`src/rtl/hs_pkg.sv`:
```
// Shared types and constants for the four-phase req/ack crossing.
// Used by the transmitter and the matching receiver.
package hs_pkg;

  typedef enum logic [1:0] {
    IDLE,
    REQ,
    RELEASE
  } hs_state_t;

  localparam int HS_DEFAULT_WIDTH = 4;
  localparam int HS_MIN_SYNC      = 2;

endpackage

```
`src/rtl/handshake_tx_sync_stages.sv`:
```
// N-flop single-bit synchroniser with async active-low reset.
// Shared by both ends of the req/ack crossing.
module sync_stages
  import hs_pkg::*;
#(
  parameter int N = HS_MIN_SYNC
) (
  input  logic clk,
  input  logic rst_n,
  input  logic d_i,
  output logic q_o
);

  logic [N-1:0] sync_q;

  if (N < HS_MIN_SYNC) begin : g_bad_n
    $error("sync_stages: N must be at least HS_MIN_SYNC");
  end

  // Shift the asynchronous input through the flop chain.
  always_ff @(posedge clk or negedge rst_n) begin
    if (!rst_n) begin
      sync_q <= '0;
    end else begin
      sync_q <= {sync_q[N-2:0], d_i};
    end
  end

  assign q_o = sync_q[N-1];

endmodule

```
`src/rtl/handshake_tx.sv`:
```
// Transmit side of a four-phase req/ack crossing.
// Holds a captured word while req is raised to the remote domain.
module handshake_tx
  import hs_pkg::*;
#(
  parameter int WIDTH       = HS_DEFAULT_WIDTH,
  parameter int SYNC_STAGES = HS_MIN_SYNC
) (
  input  logic             clk,
  input  logic             reset,
  input  logic             in_valid,
  input  logic [WIDTH-1:0] in_data,
  output logic             in_ready,
  output logic             tx_req,
  output logic [WIDTH-1:0] tx_data,
  input  logic             tx_ack,
  output logic             done,
  output logic             busy
);

  hs_state_t        state_q;
  logic             req_q;
  logic [WIDTH-1:0] data_q;
  logic             done_q;
  logic             ack_s;
  logic             accept;

  sync_stages #(
    .N (SYNC_STAGES)
  ) u_ack_sync (
    .clk   (clk),
    .rst_n (reset),
    .d_i   (tx_ack),
    .q_o   (ack_s)
  );

  assign accept = (state_q == IDLE) && in_valid;

  // Handshake FSM; req is a flop output so it cannot glitch.
  always_ff @(posedge clk or negedge reset) begin
    if (!reset) begin
      state_q <= IDLE;
      req_q   <= 1'b0;
    end else begin
      unique case (state_q)
        IDLE: begin
          if (in_valid) begin
            state_q <= REQ;
            req_q   <= 1'b1;
          end
        end
        REQ: begin
          if (ack_s) begin
            state_q <= RELEASE;
            req_q   <= 1'b0;
          end
        end
        RELEASE: begin
          if (!ack_s) begin
            state_q <= IDLE;
          end
        end
        default: begin
          state_q <= IDLE;
          req_q   <= 1'b0;
        end
      endcase
    end
  end

  // Word register loads only on an accepted handshake.
  always_ff @(posedge clk or negedge reset) begin
    if (!reset) begin
      data_q <= '0;
    end else if (accept) begin
      data_q <= in_data;
    end
  end

  // Completion pulse coincides with the return to IDLE.
  always_ff @(posedge clk or negedge reset) begin
    if (!reset) begin
      done_q <= 1'b0;
    end else begin
      done_q <= (state_q == RELEASE) && !ack_s;
    end
  end

  assign in_ready = (state_q == IDLE);
  assign busy     = (state_q != IDLE);
  assign tx_req   = req_q;
  assign tx_data  = data_q;
  assign done     = done_q;

endmodule

```
`config.mk`:
```
export PLATFORM = sky130hd
export DESIGN_NAME = handshake_tx
export DESIGN_NICKNAME = d
export VERILOG_FILES = /design/src/rtl/hs_pkg.sv /design/src/rtl/handshake_tx_sync_stages.sv /design/src/rtl/handshake_tx.sv
export SDC_FILE = /design/constraint.sdc
export NUM_CORES = 1
export LEC_CHECK = 0
export ABC_AREA = 1
export BUFFER_PORTS_ARGS = -buffer_cell sky130_fd_sc_hd__buf_2
export CAP_MARGIN = 20
export CELL_PAD_IN_SITES_DETAIL_PLACEMENT = 0
export CELL_PAD_IN_SITES_GLOBAL_PLACEMENT = 1
export CORE_AREA = 2 2 39 41
export CTS_CLUSTER_SIZE = 12
export DETAILED_ROUTE_END_ITERATION = 8
export DIE_AREA = 0 0 41 43
export GPL_TIMING_DRIVEN = 0
export PLACE_DENSITY_LB_ADDON = 0.1
export SKIP_LAST_GASP = 1
export SLEW_MARGIN = 15
export SYNTH_ARGS = -nofsm -noshare
export SYNTH_HDL_FRONTEND = slang
export SYNTH_SLANG_ARGS = --single-unit
```
`constraint.sdc`:
```
create_clock -name clk -period 2 [get_ports clk]
set_input_delay 0.6 -clock clk [delete_from_list [all_inputs] [get_ports clk]]
set_output_delay 0.6 -clock clk [all_outputs]
set_load 0.01 [all_outputs]
```
==> impl_metrics.env, run 1 <==
export IMPL_wire_per_inst_microns=9.81
export IMPL_cts_made_buffers=3
export IMPL_fin_nets=63
export IMPL_cts_resized=0
export IMPL_finalHoldViolCount=0
export IMPL_area_growth_pct=31.8
export IMPL_postCtsSetupBuffers=0
export IMPL_ys_seq_area_frac=0.676
export IMPL_power_leakage_uw=0.000272
export IMPL_viasPerCell=4.12
export IMPL_drv_slew=0
export IMPL_dieHeight_microns=43
export IMPL_syn_nets=43
export IMPL_synthCells=35
export IMPL_endpoint_kind="output port"
export IMPL_cts_buffer_depth=2
export IMPL_start_util=0.268
export IMPL_dp_cells=66
export IMPL_io_pin_count=16
export IMPL_grt_max_degree=11
export IMPL_route_detailed_drc=0
export IMPL_post_layout_nonfiller_instances=69
export IMPL_grt_pass1_vias=275
export IMPL_worstPathArrival_ps=1100
export IMPL_cap_violations=0
export IMPL_fp_dieW_microns=41
export IMPL_die_area_sq_um=1760
export IMPL_netlist_area_sq_um=370
export IMPL_worstPathRequired_ps=1400
export IMPL_irDropWorstVdd_mv=0.465
export IMPL_clk_latency_ps=250
export IMPL_drt_first_pass_iters=1
export IMPL_num_fill_cells=162
export IMPL_regToRegSetupSlack_ps=1040
export IMPL_gp_congestion=0.650
export IMPL_ant_nets=0
export IMPL_status="finished clean"
export IMPL_layout_drive_gt1_share=0.377
export IMPL_core_area_sq_um=1380
export IMPL_holdCritPathClass="in2async"
export IMPL_cp_max_fo=7
export IMPL_dp_hpwl_microns=524
export IMPL_clock_root_buffer="clkbuf_4"
export IMPL_port_buffers=15
export IMPL_setup_tns_ps=0
export IMPL_antennaDiodeCount=0
export IMPL_cts_htree_levels=1
export IMPL_cts_num_sinks=10
export IMPL_whs_ps=194
export IMPL_totalWireLength_microns=677
export IMPL_clock_skew_ps=1.71
export IMPL_setup_viol=0
export IMPL_yosys_warnings=0
export IMPL_power_uw=720
export IMPL_hold_buffers=0
export IMPL_overflow=0
export IMPL_tritoncts="built"
export IMPL_period_minus_slack_ps=1700
export IMPL_std_cell_rows=14
export IMPL_synth_ff_latch_count=10
export IMPL_period_share=0.848
export IMPL_worst_slew_pin_slew_ps=226
export IMPL_rsz0062_at_grt="false"
export IMPL_grt_pass1_wl_microns=1180
export IMPL_drtIter0Drc=0
export IMPL_power_density_nw_per_um2=1480
export IMPL_track_usage=0.104
export IMPL_slew_limit_headroom=0.850
export IMPL_fmax_mhz=590
export IMPL_synth_cell_types=9
export IMPL_cp_start_kind="flip-flop"
export IMPL_clk_transition_reported_paths_ps=60
export IMPL_num_vias=284
export IMPL_critical_path_class="reg2out"
export IMPL_avgSynthCellArea_sq_um=10.6
export IMPL_antenna_found_initial=0
report_power, final:
part,internal (uW),total (uW),switching [uW]
logic,108,268,160
clock network,69.0,129,59.8
registers,274,323,48.8
critical path, stage by stage (launching register included):
cell and delay (ps):
dfrtp_1 420, nor2_4 220, inv_1 60, buf_2 140
final cells by class:
type / count / area (sq um) / share of cell area
multi-input cells: 22 / 109 / 0.223
clock buffers: 3 / 22.5 / 0.0462
flip-flops and latches: 10 / 250 / 0.513
well taps: 16 / 20.0 / 0.0410
inverters: 3 / 11.3 / 0.0231
repair buffers: 15 / 75.1 / 0.154
layer usage:
| layer | up-vias | global-route usage | routed length, microns |
|---|---|---|---|
| met5 | - | 0 | 0 |
| met1 | 123 | 0.142 | 305 |
| met2 | 13 | 0.131 | 307 |
| li1 | 148 | - | - |
| met3 | 0 | 0.0314 | 64 |
| met4 | 0 | 0.0800 | 0 |
layout by cell type, fill, tap and decap left out, drive strengths merged:
cell    Yosys  layout
o21ai       2       2
clkbuf      0       3
a21boi      1       1
nand2      13      13
nor2        2       2
buf         0      15
inv         3       3
nand3       4       4
dfrtp      10      10
per-stage QoR:
stage	instance area [sq um]	util	setup WS, ps
after detailed placement	465	0.336	582
after CTS	488	0.353	284
after global placement	465	0.336	581
final	488	0.353	305
after global routing	488	0.353	220
after floorplan	370	-	673
cell families (layout without fill, tap and decap cells):
| family | after synthesis | in the layout | synth area share |
|---|---|---|---|
| AND/OR/NAND/NOR | 19 | 19 | 0.247 |
| flip-flops | 10 | 10 | 0.676 |
| buffers and inverters | 3 | 21 | 0.0304 |
| AO/OA/AOI/OAI | 3 | 3 | 0.0473 |
synthesized netlist by cell type:
master	n	area share
a21boi_0	1	0.020
dfrtp_1	10	0.68
inv_1	3	0.030
nand2_1	12	0.12
nand2_4	1	0.030
nand3_1	4	0.054
nor2_1	1	0.010
nor2_4	1	0.030
o21ai_0	2	0.027
path summary, 6_finish.rpt:
check / startpoint / endpoint / cells past startpoint
setup reg to reg: state_q[1]$_DFFE_PN0P_ / tx_data[1]$_DFFE_PN0P_ / 4
max in group asynchronous: reset / state_q[0]$_DFFE_PN0P_ / 1
hold reg to reg: u_ack_sync.sync_q[0]$_DFF_PN0_ / u_ack_sync.sync_q[1]$_DFF_PN0_ / 0
hold / removal: reset / state_q[1]$_DFFE_PN0P_ / 1
setup / recovery: state_q[1]$_DFFE_PN0P_ / busy / 3
min in group clk: u_ack_sync.sync_q[0]$_DFF_PN0_ / u_ack_sync.sync_q[1]$_DFF_PN0_ / 0
state kept, by name, summed over array words and instances, names as in the netlist:
register / flops
done: 1
tx_req: 1
tx_data: 4
state_q: 2
u_ack_sync.sync_q: 2
(Power assumes the default switching activity.)
==> run 2: changes to the inputs <==
Settings changed: CORE_AREA 2 2 39 41 to default, CORE_UTILIZATION from default to 28, DIE_AREA 0 0 41 43 to default.
Clock period 2 ns to 1.4 ns, I/O delays scaled along.
==> run 2 against run 1 <==
The run now ends with negative setup slack left. Wire length increased by 8.9%. Register-to-register slack got worse by 720 ps. Global-route usage is 2.0 points higher. Sequential share of layout area is 5.5 points lower. Sequential power rose by 40%. Setup slack worse by 310 ps. Utilization rose by 11 points. Flip-flop and latch count did not move. Worst hold slack improved by 61 ps. Critical path depth is the same. Combinational power increased by 95%. Final cell count rose by 7.2%. Largest cell class unchanged.
==> impl_metrics.env, run 2 (synthesis gave the netlist of run 1 again) <==
export IMPL_io_pin_count=16
export IMPL_critPathSlowestCell="dfrtp_1"
export IMPL_irDropWorstVdd_mv=0.815
export IMPL_fin_nets=69
export IMPL_wl_met1_microns=356
export IMPL_drv_slew=0
export IMPL_cp_start_kind="flip-flop"
export IMPL_drtIter0Drc=6
export IMPL_die_area_sq_um=1470
export IMPL_worst_slew_pin_slew_ps=216
export IMPL_drt_first_pass_iters=2
export IMPL_grt_pass1_vias=278
export IMPL_area_growth_pct=47.6
export IMPL_fmax_mhz=711
export IMPL_antennaDiodeCount=0
export IMPL_critical_path_class="reg2out"
export IMPL_fp_dieW_microns=38.4
export IMPL_cts_num_sinks=10
export IMPL_period_share=1.00
export IMPL_holdCritPathClass="in2reg"
export IMPL_pre_cts_ws_ps=163
export IMPL_violations="negative setup slack"
export IMPL_worstPathArrival_ps=990
export IMPL_finalHoldViolCount=0
export IMPL_antenna_found_initial=0
export IMPL_post_route_util=0.467
export IMPL_num_vias=319
export IMPL_power_density_nw_per_um2=2260
export IMPL_clock_root_buffer="clkbuf_4"
export IMPL_tritoncts="built"
export IMPL_grt_max_degree=11
export IMPL_layout_drive_gt1_share=0.433
export IMPL_status="finished, violations left"
export IMPL_worstPathRequired_ps=980
export IMPL_num_fill_cells=116
export IMPL_clk_transition_reported_paths_ps=70
export IMPL_track_usage=0.124
export IMPL_endpoint_kind="output port"
export IMPL_slew_limit_headroom=0.856
export IMPL_route_detailed_drc=0
export IMPL_clock_skew_ps=2.31
export IMPL_largest_register_ffs=4
export IMPL_layout_setup_ws_ps=-6.34
export IMPL_period_minus_slack_ps=1410
export IMPL_start_util=0.316
export IMPL_cts_resized=0
export IMPL_worstPathCellList="nor2_4 > inv_1 > buf_2"
export IMPL_cts_buffer_depth=2
export IMPL_dieHeight_microns=38.4
export IMPL_path_delay_family="flip-flops"
export IMPL_clk_latency_ps=260
export IMPL_post_layout_nonfiller_instances=74
export IMPL_wl_met3_microns=34
export IMPL_cap_violations=0
export IMPL_worst_path_buf_inv=2
export IMPL_core_area_sq_um=1170
export IMPL_highest_layer="met3"
export IMPL_viasPerCell=4.31
export IMPL_power_leakage_uw=0.000308
export IMPL_slowest_delay_ps=410
export IMPL_totalWireLength_microns=737
export IMPL_port_buffers=15
export IMPL_std_cell_rows=12
export IMPL_whs_ps=254
export IMPL_cts_htree_levels=1
export IMPL_final_common_cell="buf_2"
export IMPL_dp_cells=64
export IMPL_cts_made_buffers=3
export IMPL_setup_viol=1
export IMPL_grt_pass1_wl_microns=1170
export IMPL_dr_wl_met2_microns=346
export IMPL_cp_max_fo=3
export IMPL_wire_per_inst_microns=9.96
export IMPL_final_cell_mix="buf_2 (15), nand2_1 (12), dfrtp_1 (10)"
export IMPL_overflow=0
export IMPL_ant_nets=0
export IMPL_rsz0062_at_grt="true"
export IMPL_gp_congestion=0.667
## run 2: cell count changes in the layout (fill, tap and decap cells not counted), sizes merged
cell         previous run  this run
buf                    15        20
clkbuf                  3         4
dlygate4sd3             0         1
## run 2: path summary, 6_finish.rpt
check,slack (ps),start,depth (start not counted),to
worst max-delay path,-6,state_q[0]$_DFFE_PN0P_,3,busy
worst min-delay path,250,tx_ack,1,u_ack_sync.sync_q[0]$_DFF_PN0_
worst max register to register,320,state_q[0]$_DFFE_PN0P_,6,tx_data[0]$_DFFE_PN0P_
worst min register to register,360,u_ack_sync.sync_q[0]$_DFF_PN0_,0,u_ack_sync.sync_q[1]$_DFF_PN0_
max in group asynchronous,680,reset,2,tx_data[2]$_DFFE_PN0P_
min in group asynchronous,530,reset,2,tx_req$_DFFE_PN0P_
## run 2: metrics by stage
stage               total power, uW  setup TNS (ps)  instance area [sq um]
finish                         1240           -6.34                    547
global route                   1330           -86.8                    547
CTS                            1230           -29.4                    539
detailed placement              857               0                    463
global placement                844               0                    463
floorplan                       693               0                    370
## run 2: what timing repair did
item                       CTS  global route
hold buffers                 1             0
setup buffers                4             1
pin swaps                    1             0
hold endpoints to repair     6             0
setup endpoints to repair    2             2
## run 2: layout make-up
type / instances / area, sq um / share of cell area
sequential: 10 / 250 / 0.458
timing repair buffer: 21 / 123 / 0.224
multi-input combinational: 22 / 109 / 0.199
clock buffer: 4 / 36.3 / 0.0664
tap: 14 / 17.5 / 0.0320
inverter: 3 / 11.3 / 0.0206
## run 2: per-layer routing
metal / track usage / vias to the layer above
met4: 0.129 / 0
met5: 0 / -
met2: 0.174 / 11
li1: - / 160
met3: 0.0174 / 0
met1: 0.156 / 148
## run 2: where the power goes
group	total [uW]	leakage (uW)	switching, uW	internal, uW
clock network	263	0.0000210	105	158
registers	451	0.000123	59.7	391
logic	522	0.000164	268	254
total	1240	0.000308	433	803
